### config.mk
export PLATFORM = sky130hd
export DESIGN_NAME = detect_ctrl
export DESIGN_NICKNAME = d
export VERILOG_FILES = /design/src/rtl/detect_ctrl.sv
export SDC_FILE = /design/constraint.sdc
export NUM_CORES = 1
export LEC_CHECK = 0
export ABC_AREA = 0
export BUFFER_PORTS_ARGS = -buffer_cell sky130_fd_sc_hd__buf_2
export CORE_MARGIN = 5
export CORE_UTILIZATION = 50
export DETAILED_ROUTE_END_ITERATION = 16
export PLACE_DENSITY = 0.74
export SETUP_SLACK_MARGIN = 0.15
export SLEW_MARGIN = 20
export SYNTH_ARGS = -nofsm -noshare
export SYNTH_HDL_FRONTEND = slang
export SYNTH_SLANG_ARGS = --single-unit
### constraint.sdc
create_clock -name clock -period 4.3 [get_ports clock]
set_input_delay 0 -clock clock [delete_from_list [all_inputs] [get_ports clock]]
set_output_delay 0 -clock clock [all_outputs]
set_load 0.03 [all_outputs]
### src/rtl/detect_ctrl.sv
// rtl/detect_ctrl.sv - phase sequencer for the cypher detector datapath
// Optional idle-timeout exit from SCAN is compiled in with `define DETECT_TIMEOUT_EN.
module detect_ctrl #(
  parameter int KEY_LEN = 4,
  parameter int CNT_W   = 8,
  parameter int TIMEOUT = 255
) (
  input  logic             clock,
  input  logic             reset,
  input  logic             read,
  input  logic             stop,
  input  logic             sym_valid,
  input  logic             match,
  output logic             load_en,
  output logic             shift_en,
  output logic             sl_op,
  output logic             sl_res,
  output logic [CNT_W-1:0] hit_cnt,
  output logic             found,
  output logic             timeout,
  output logic [2:0]       state
);

  typedef enum logic [2:0] {
    S_IDLE = 3'd0,
    S_LOAD = 3'd1,
    S_SCAN = 3'd2,
    S_HOLD = 3'd3,
    S_DONE = 3'd4
  } state_e;

  localparam logic [7:0] KEY_LAST = 8'(KEY_LEN - 1);

  state_e           state_q, state_d;
  logic [7:0]       key_idx_q, key_idx_d;
  logic [CNT_W-1:0] hit_cnt_q, hit_cnt_d;
  logic             sl_op_q, sl_op_d;
  logic             sl_res_q, sl_res_d;
  logic             found_q, found_d;
  logic             timeout_q, timeout_d;
  logic             key_last;
  logic             scan_run;
  logic             count_hit;
  logic             to_hit;

  assign load_en   = (state_q == S_LOAD) && sym_valid && !stop;
  assign shift_en  = (state_q == S_SCAN) && sym_valid && !stop;
  // SCAN cycles that neither stop nor pause; only these count matches or age the idle counter
  assign scan_run  = (state_q == S_SCAN) && !stop && read;
  assign key_last  = (key_idx_q == KEY_LAST);
  assign count_hit = scan_run && sym_valid && match;

`ifdef DETECT_TIMEOUT_EN
  localparam logic [15:0] TO_VAL = 16'(TIMEOUT);

  logic [15:0] idle_q, idle_d;

  assign to_hit = scan_run && (idle_q == TO_VAL);

  always_comb begin
    idle_d = idle_q;
    if (load_en && key_last) begin
      idle_d = '0;
    end else if (scan_run) begin
      idle_d = sym_valid ? 16'd0 : idle_q + 16'd1;
    end
  end

  always_ff @(posedge clock or posedge reset) begin
    if (reset) begin
      idle_q <= '0;
    end else begin
      idle_q <= idle_d;
    end
  end
`else
  assign to_hit = 1'b0;
`endif

  always_ff @(posedge clock or posedge reset) begin
    if (reset) begin
      state_q   <= S_IDLE;
      key_idx_q <= '0;
      hit_cnt_q <= '0;
      sl_op_q   <= 1'b0;
      sl_res_q  <= 1'b0;
      found_q   <= 1'b0;
      timeout_q <= 1'b0;
    end else begin
      state_q   <= state_d;
      key_idx_q <= key_idx_d;
      hit_cnt_q <= hit_cnt_d;
      sl_op_q   <= sl_op_d;
      sl_res_q  <= sl_res_d;
      found_q   <= found_d;
      timeout_q <= timeout_d;
    end
  end

  always_comb begin
    state_d = state_q;
    case (state_q)
      S_IDLE: if (read && !stop) state_d = S_LOAD;
      S_LOAD: begin
        if (stop)                     state_d = S_IDLE;
        else if (load_en && key_last) state_d = S_SCAN;
      end
      S_SCAN: begin
        if (stop)        state_d = S_DONE;
        else if (!read)  state_d = S_HOLD;
        else if (to_hit) state_d = S_DONE;
      end
      S_HOLD: begin
        if (stop)      state_d = S_DONE;
        else if (read) state_d = S_SCAN;
      end
      S_DONE:  if (!read && !stop) state_d = S_IDLE;
      default: state_d = S_IDLE;
    endcase
  end

  always_comb begin
    key_idx_d = key_idx_q;
    hit_cnt_d = hit_cnt_q;
    if ((state_q == S_IDLE) && (state_d == S_LOAD)) begin
      key_idx_d = '0;
      hit_cnt_d = '0;
    end else if (load_en) begin
      key_idx_d = key_idx_q + 8'd1;
    end
    if (count_hit && (hit_cnt_q != {CNT_W{1'b1}})) begin
      hit_cnt_d = hit_cnt_q + CNT_W'(1);
    end
    found_d  = count_hit;
    // Select lines follow the next state so they change on the same edge as state
    sl_op_d  = (state_d == S_SCAN) || (state_d == S_HOLD);
    sl_res_d = (state_d == S_DONE);
    if (state_d != S_DONE) begin
      timeout_d = 1'b0;
    end else if (state_q == S_DONE) begin
      timeout_d = timeout_q;
    end else begin
      timeout_d = to_hit;
    end
  end

  assign sl_op   = sl_op_q;
  assign sl_res  = sl_res_q;
  assign hit_cnt = hit_cnt_q;
  assign found   = found_q;
  assign timeout = timeout_q;
  assign state   = state_q;

endmodule

==> summary.txt, run 1 <==
GRT
  • Total track usage: 15.54%
  • First-pass GRT wire length: 4098 um
  • Largest net degree at the start of global routing: 23
  • Grt total ovfl: 0
  • Initial antenna violation count: 0
  • Vias in the first global route: 934

Routing
  • M1 WL: 1061 um
  • Routed wire length: 2352 um
  • DR pass1 iterations: 4
  • DRC: 0
  • Via count: 967
  • Starting DRT DRC Count: 11
  • Routed wl met3: 95 um
  • Antenna viol nets, final: 0
  • DR WL/cell: 14.08 um
  • Vias per cell: 5.790
  • Max Used Layer: met4
  • Length of routed met2 wiring: 1168 um

Timing
  • Final critical-path required period: 2.177 ns
  • Setup_tns: 0 ns
  • Clock Skews: 0.007239 ns
  • Final Hold Violating Endpoints: 0
  • Max Clock Freq: 459.3 MHz
  • RSZ-0062 raised after global routing: false
  • Tightest Pin Transition: 0.7958 ns
  • Slew Limit Headroom: 46.89%
  • Setup violations, final: 0
  • Final Max Slew Viols: 0
  • Crit share post-route: 50.63%

Worst setup path
  • Worst flop-to-flop path startpoint: state[2]
  • Crit Path Class: flop to flop
  • Critical Path AT: 2.37 ns
  • Critical Path Source: state[2]
  • Setup crit start kind: flop
  • Critical path required time: 4.49 ns
  • Worst Path Max Fanout: 9
  • Critical Path End Type: flop

Yosys
  • Post-synthesis mux area share: 1.860%
  • Ys Warns: 0
  • Count of different cell masters after synthesis: 33
  • EDFF count, synth: 0
  • Synth Area in Compound Gates: 10.50%
  • Synth Area in Adders: 2.188%
  • Synth Area in Simple Gates: 28.34%
  • Share of Yosys cell area claimed by the top area cell type: 48.14%
  • Top FF cell, synth: dfrtp_1
  • Cell Area, Synth: 1144 um2
  • Mapped Nets: 124
  • Synthesized instance count: 116
  • Area leader, netlist: dfrtp_1
  • Synth Area per Inst: 9.859 um2
  • Xor/xnor cell area share of the yosys netlist: 5.361%
  • Async SR Flop Fraction: 100.0%
  • Top cells by area, synth: dfrtp_1 (48%), nand3_1 (4.8%), xor2_1 (3.8%)
  • Largest family of logic cells by synthesized area: simple AND/OR/NAND/NOR gates
  • FF+latch count, synth: 22
  • Sequential cell area fraction in the yosys report: 48.14%

Final layout
  • Inserted Diodes: 0
  • Nets: 149
  • Synthesis-to-layout area growth: 14.00%
  • Commonest non-fill, non-tap cells in the layout: dfrtp_1 (22), buf_2 (21), nand3_1 (11), nor2_1 (10), and3_1 (6)
  • Utilization after layout: 59.51%
  • Finished Layout Cells: 167
  • Share of cells above drive strength 1: 20.14%
  • Most common cell after layout, fill and taps aside: dfrtp_1
  • Fin area: 1304 um2

Power
  • Final Total Pwr: 352.4 uW
  • Cell Pwr Density: 270.3 nW/um2
  • Leak: 0.6709 nW
  • Worst VDD drop: 180.7 uV

Place
  • Port buffer count: 21
  • Placed cell count: 162
  • GP Congestion: 0.8388
  • Detailed Place HPWL: 1781 um
  • Dpl cell area: 1261 um2

Floorplanning
  • Row cnt: 17
  • Core area: 2191 um2
  • Die Ht: 57.83 um
  • Die width: 57.83 um
  • Io pins: 23
  • Initial Util: 52.20%
  • Die area: 3344 um2

Clock network
  • H-tree depth: 1
  • Clock transition at path regs: 0.12 ns
  • Clk_lat worst skew: 0.30 ns
  • Root Buffer: clkbuf_4
  • Resized Gates After CTS: 0
  • CTS tree: yes
  • CTS Buf Count: 3
  • Sink Count: 22
  • Buffers from clock root to sink, at most: 2

Run
  • MaxCap Viol Count: 0

Min path
  • HP Class: input port to flop
  • Hold path start: read

Outcome
  • Run status: completed
registers in the layout, summed over array words and instances, names as in the netlist:
register   flops
state          3
hit_cnt        8
key_idx_q      8
sl_op          1
sl_res         1
found          1
synthesized netlist by cell type, types with 2 or more instances:
cell and instances:
nand2b_1 2, xnor2_1 2, nor3_1 5, dfrtp_1 22, o211ai_1 2, nor3b_1 3, a211o_1 2, nand2_1 4
and2_1 5, inv_1 4, and3_1 6, nor2_1 10, nor2b_1 3, a221o_1 4, nand3_1 11, ha_1 2
o21ai_0 4, xor2_1 5, a21oi_1 4, or4_1 3
critical path: stages, from the launching register on:
cell	delay [ns]
dfrtp_1	0.45
nor3b_1	0.42
nand4_1	0.39
inv_1	0.23
a21oi_1	0.19
a221o_1	0.39
metal layers:
layer | vias to the layer above | global-route usage (%)
li1 | 472 | -
met1 | 467 | 19.39
met2 | 24 | 27.10
met3 | 4 | 2.004
met4 | 0 | 5.960
met5 | - | 0
area by class of cell:
class                   count  area, um2
clock buffers               3      22.52
inverters                   4      15.01
well taps                  28      35.03
multi-input cells          87      555.5
repair buffers             23      125.1
flip-flops and latches     22      550.5
fillers                   192      887.1
where the power goes:
group          leakage (nW)  switching [mW]  internal (mW)
Sequential            0.305         0.00698          0.213
Combinational         0.352          0.0255         0.0143
Clock                0.0138          0.0599         0.0327
stage by stage:
| stage | hold WS, ns | worst slack, ns |
|---|---|---|
| after global placement | 0.2024 | 2.261 |
| after detailed placement | 0.2163 | 2.160 |
| after global routing | 0.05456 | 1.983 |
| after CTS | 0.04140 | 2.113 |
| final | 0.04647 | 2.123 |
| after floorplan | -0.01077 | 2.249 |
path summary, 6_finish.rpt:
check | endpoint | slack, ns | depth (start not counted)
setup / recovery | hit_cnt[5] | 2.12 | 5
hold / removal | sl_res | 0.05 | 3
setup reg to reg | hit_cnt[5] | 2.12 | 5
hold reg to reg | key_idx_q[7] | 0.56 | 2
max in group asynchronous | hit_cnt[3] | 3.43 | 3
min in group asynchronous | key_idx_q[4] | 0.37 | 3
timing repair:
| action | in CTS | in global routing |
|---|---|---|
| hold endpoints to repair | 24 | 0 |
| buffers inserted | 0 | 0 |
| hold buffers | 2 | 0 |
cells by family after synthesis:
logic type,after synthesis
AO/OA/AOI/OAI,17
XOR/XNOR,7
adder cells (fa/ha/maj),2
buffers and inverters,7
flip-flops,22
multiplexers,2
other,1
AND/OR/NAND/NOR,58
(Power assumes the default switching activity.)
==> run 2, diff against run 1 <==
==> constraint.sdc (replaced) <==
create_clock -name clock -period 2.1 [get_ports clock]
set_input_delay 0 -clock clock [delete_from_list [all_inputs] [get_ports clock]]
set_output_delay 0 -clock clock [all_outputs]
set_load 0.03 [all_outputs]
==> run 2 against run 1 <==
Effect of this change:
- cell count increased by 3.6%
- critical path depth decreased by 1
- count of clock-buffer cells in the layout increased by 1
- total power increased by 120%
- combinational power increased by 120%
- wire length increased by 0.55%
- worst setup slack got worse by 1.9 ns
- via count increased by 1.2%
- first-iteration DRC count increased by 55%
- register-to-register slack got worse by 1.9 ns
- non-clock buffer count increased by 5
==> summary.txt, run 2 (synthesis gave the netlist of run 1 again) <==
Outcome
  • Run status: completed

Worst setup path
  • Worst Path Max Fanout: 5
  • Critical Path End Type: flop
  • Critical path required time: 2.35 ns
  • Crit Path Class: flop to flop
  • Setup crit start kind: flop
  • Critical Path AT: 2.17 ns

GRT
  • GR Util met1: 17.85%
  • First-pass GRT wire length: 4077 um
  • Gr busiest metal: met2
  • Initial antenna violation count: 0
  • Total track usage: 15.62%
  • Largest net degree at the start of global routing: 23
  • Grt total ovfl: 0
  • GR Util met3: 4.900%
  • M2 GR Usage: 27.90%
  • Vias in the first global route: 928

Power
  • Cell Pwr Density: 559.0 nW/um2
  • Worst VDD drop: 382.3 uV
  • Final Total Pwr: 765.2 uW
  • Leak: 0.7060 nW

Clock network
  • CTS tree: yes
  • CTS Buf Count: 3
  • Root Buffer: clkbuf_4
  • Sink Count: 22
  • Clock transition at path regs: 0.12 ns
  • Buffers from clock root to sink, at most: 2
  • H-tree depth: 1
  • Clk_lat worst skew: 0.31 ns

Timing
  • Final Max Slew Viols: 0
  • Final Hold Violating Endpoints: 0
  • Setup violations, final: 0
  • Max Clock Freq: 519.9 MHz
  • Setup_tns: 0 ns
  • Tightest Pin Transition: 0.8098 ns
  • Crit share post-route: 91.59%
  • Final critical-path required period: 1.923 ns
  • RSZ-0062 raised after global routing: true
  • Clock Skews: 0.007483 ns
  • Slew Limit Headroom: 45.96%
  • Final Hold Slack: 0.01308 ns
  • Final Worst Setup Slack: 0.1766 ns

Place
  • Place WS: 0.1692 ns
  • GP Congestion: 0.8465
  • Port buffer count: 21
  • Detailed Place HPWL: 1785 um
  • Placed cell count: 165
  • Dpl cell area: 1285 um2

Floorplanning
  • Row cnt: 17
  • Die Ht: 57.83 um
  • Io pins: 23
  • Initial Util: 52.20%
  • Die area: 3344 um2
  • Die width: 57.83 um
  • Core area: 2191 um2

Final layout
  • Nets: 154
  • Fin area: 1369 um2
  • Commonest non-fill, non-tap cells in the layout: dfrtp_1 (21), buf_2 (21), nand3_1 (11), nor2_1 (10), and3_1 (6)
  • Synthesis-to-layout area growth: 19.69%
  • Utilization after layout: 62.48%
  • Inserted Diodes: 0
  • Fillers: 178
  • Finished Layout Cells: 173
  • Share of cells above drive strength 1: 26.21%

Routing
  • Via count: 979
  • Starting DRT DRC Count: 17
  • DR pass1 iterations: 4
  • Routed wire length: 2365 um
  • Antenna viol nets, final: 0
  • Vias per cell: 5.659
  • DRC: 0
  • DR WL/cell: 13.67 um

Run
  • MaxCap Viol Count: 0

Min path
  • HP Class: input port to flop
[run 2: final timing paths]
kind / from / to / slack, ns / depth (start not counted)
worst max-delay path: state[2] / key_idx_q[7] / 0.18 / 4
max in group asynchronous: reset / state[2] / 1.17 / 3
worst min-delay path: match / found / 0.01 / 3
worst max register to register: state[2] / key_idx_q[7] / 0.18 / 4
worst min register to register: key_idx_q[6] / key_idx_q[6] / 0.60 / 2
min in group asynchronous: reset / key_idx_q[1] / 0.38 / 3
[run 2: area by class of cell]
class	instances	area (um2)	share of cell area, %
Clock buffer	4	36.28	2.651
Multi-Input combinational cell	87	568.0	41.50
Timing Repair Buffer	28	162.7	11.88
Tap cell	28	35.03	2.559
Sequential cell	22	551.8	40.31
Inverter	4	15.01	1.097
[run 2: critical path, cell delays in order, from the launching register on]
cell and delay [ns]:
dfrtp_2 0.45, or3b_4 0.40, or3_1 0.34, or4_4 0.53, a21oi_2 0.14
[run 2: layer usage]
| metal | share of wire [%] | up-vias |
|---|---|---|
| met1 | 43 | 468 |
| met5 | 0 | - |
| li1 | - | 475 |
| met2 | 50 | 28 |
| met3 | 5.0 | 8 |
| met4 | 1.3 | 0 |
[run 2: what timing repair did]
| item | 4_1_cts | 5_1_grt |
|---|---|---|
| gates resized for setup | 0 | 3 |
| setup endpoints to repair | 1 | 6 |
| pin swaps | 0 | 0 |
| endpoints found under the hold margin | 24 | 0 |
| cloned | 0 | 0 |
| buffers inserted | 2 | 0 |
| hold buffers | 2 | 0 |
[run 2: where the power goes]
part	total, mW	internal (mW)	switching [mW]	leakage, nW
combinational	0.0868	0.0327	0.0540	0.382
clock	0.228	0.106	0.122	0.0210
sequential	0.450	0.436	0.0140	0.303
total	0.765	0.575	0.190	0.706
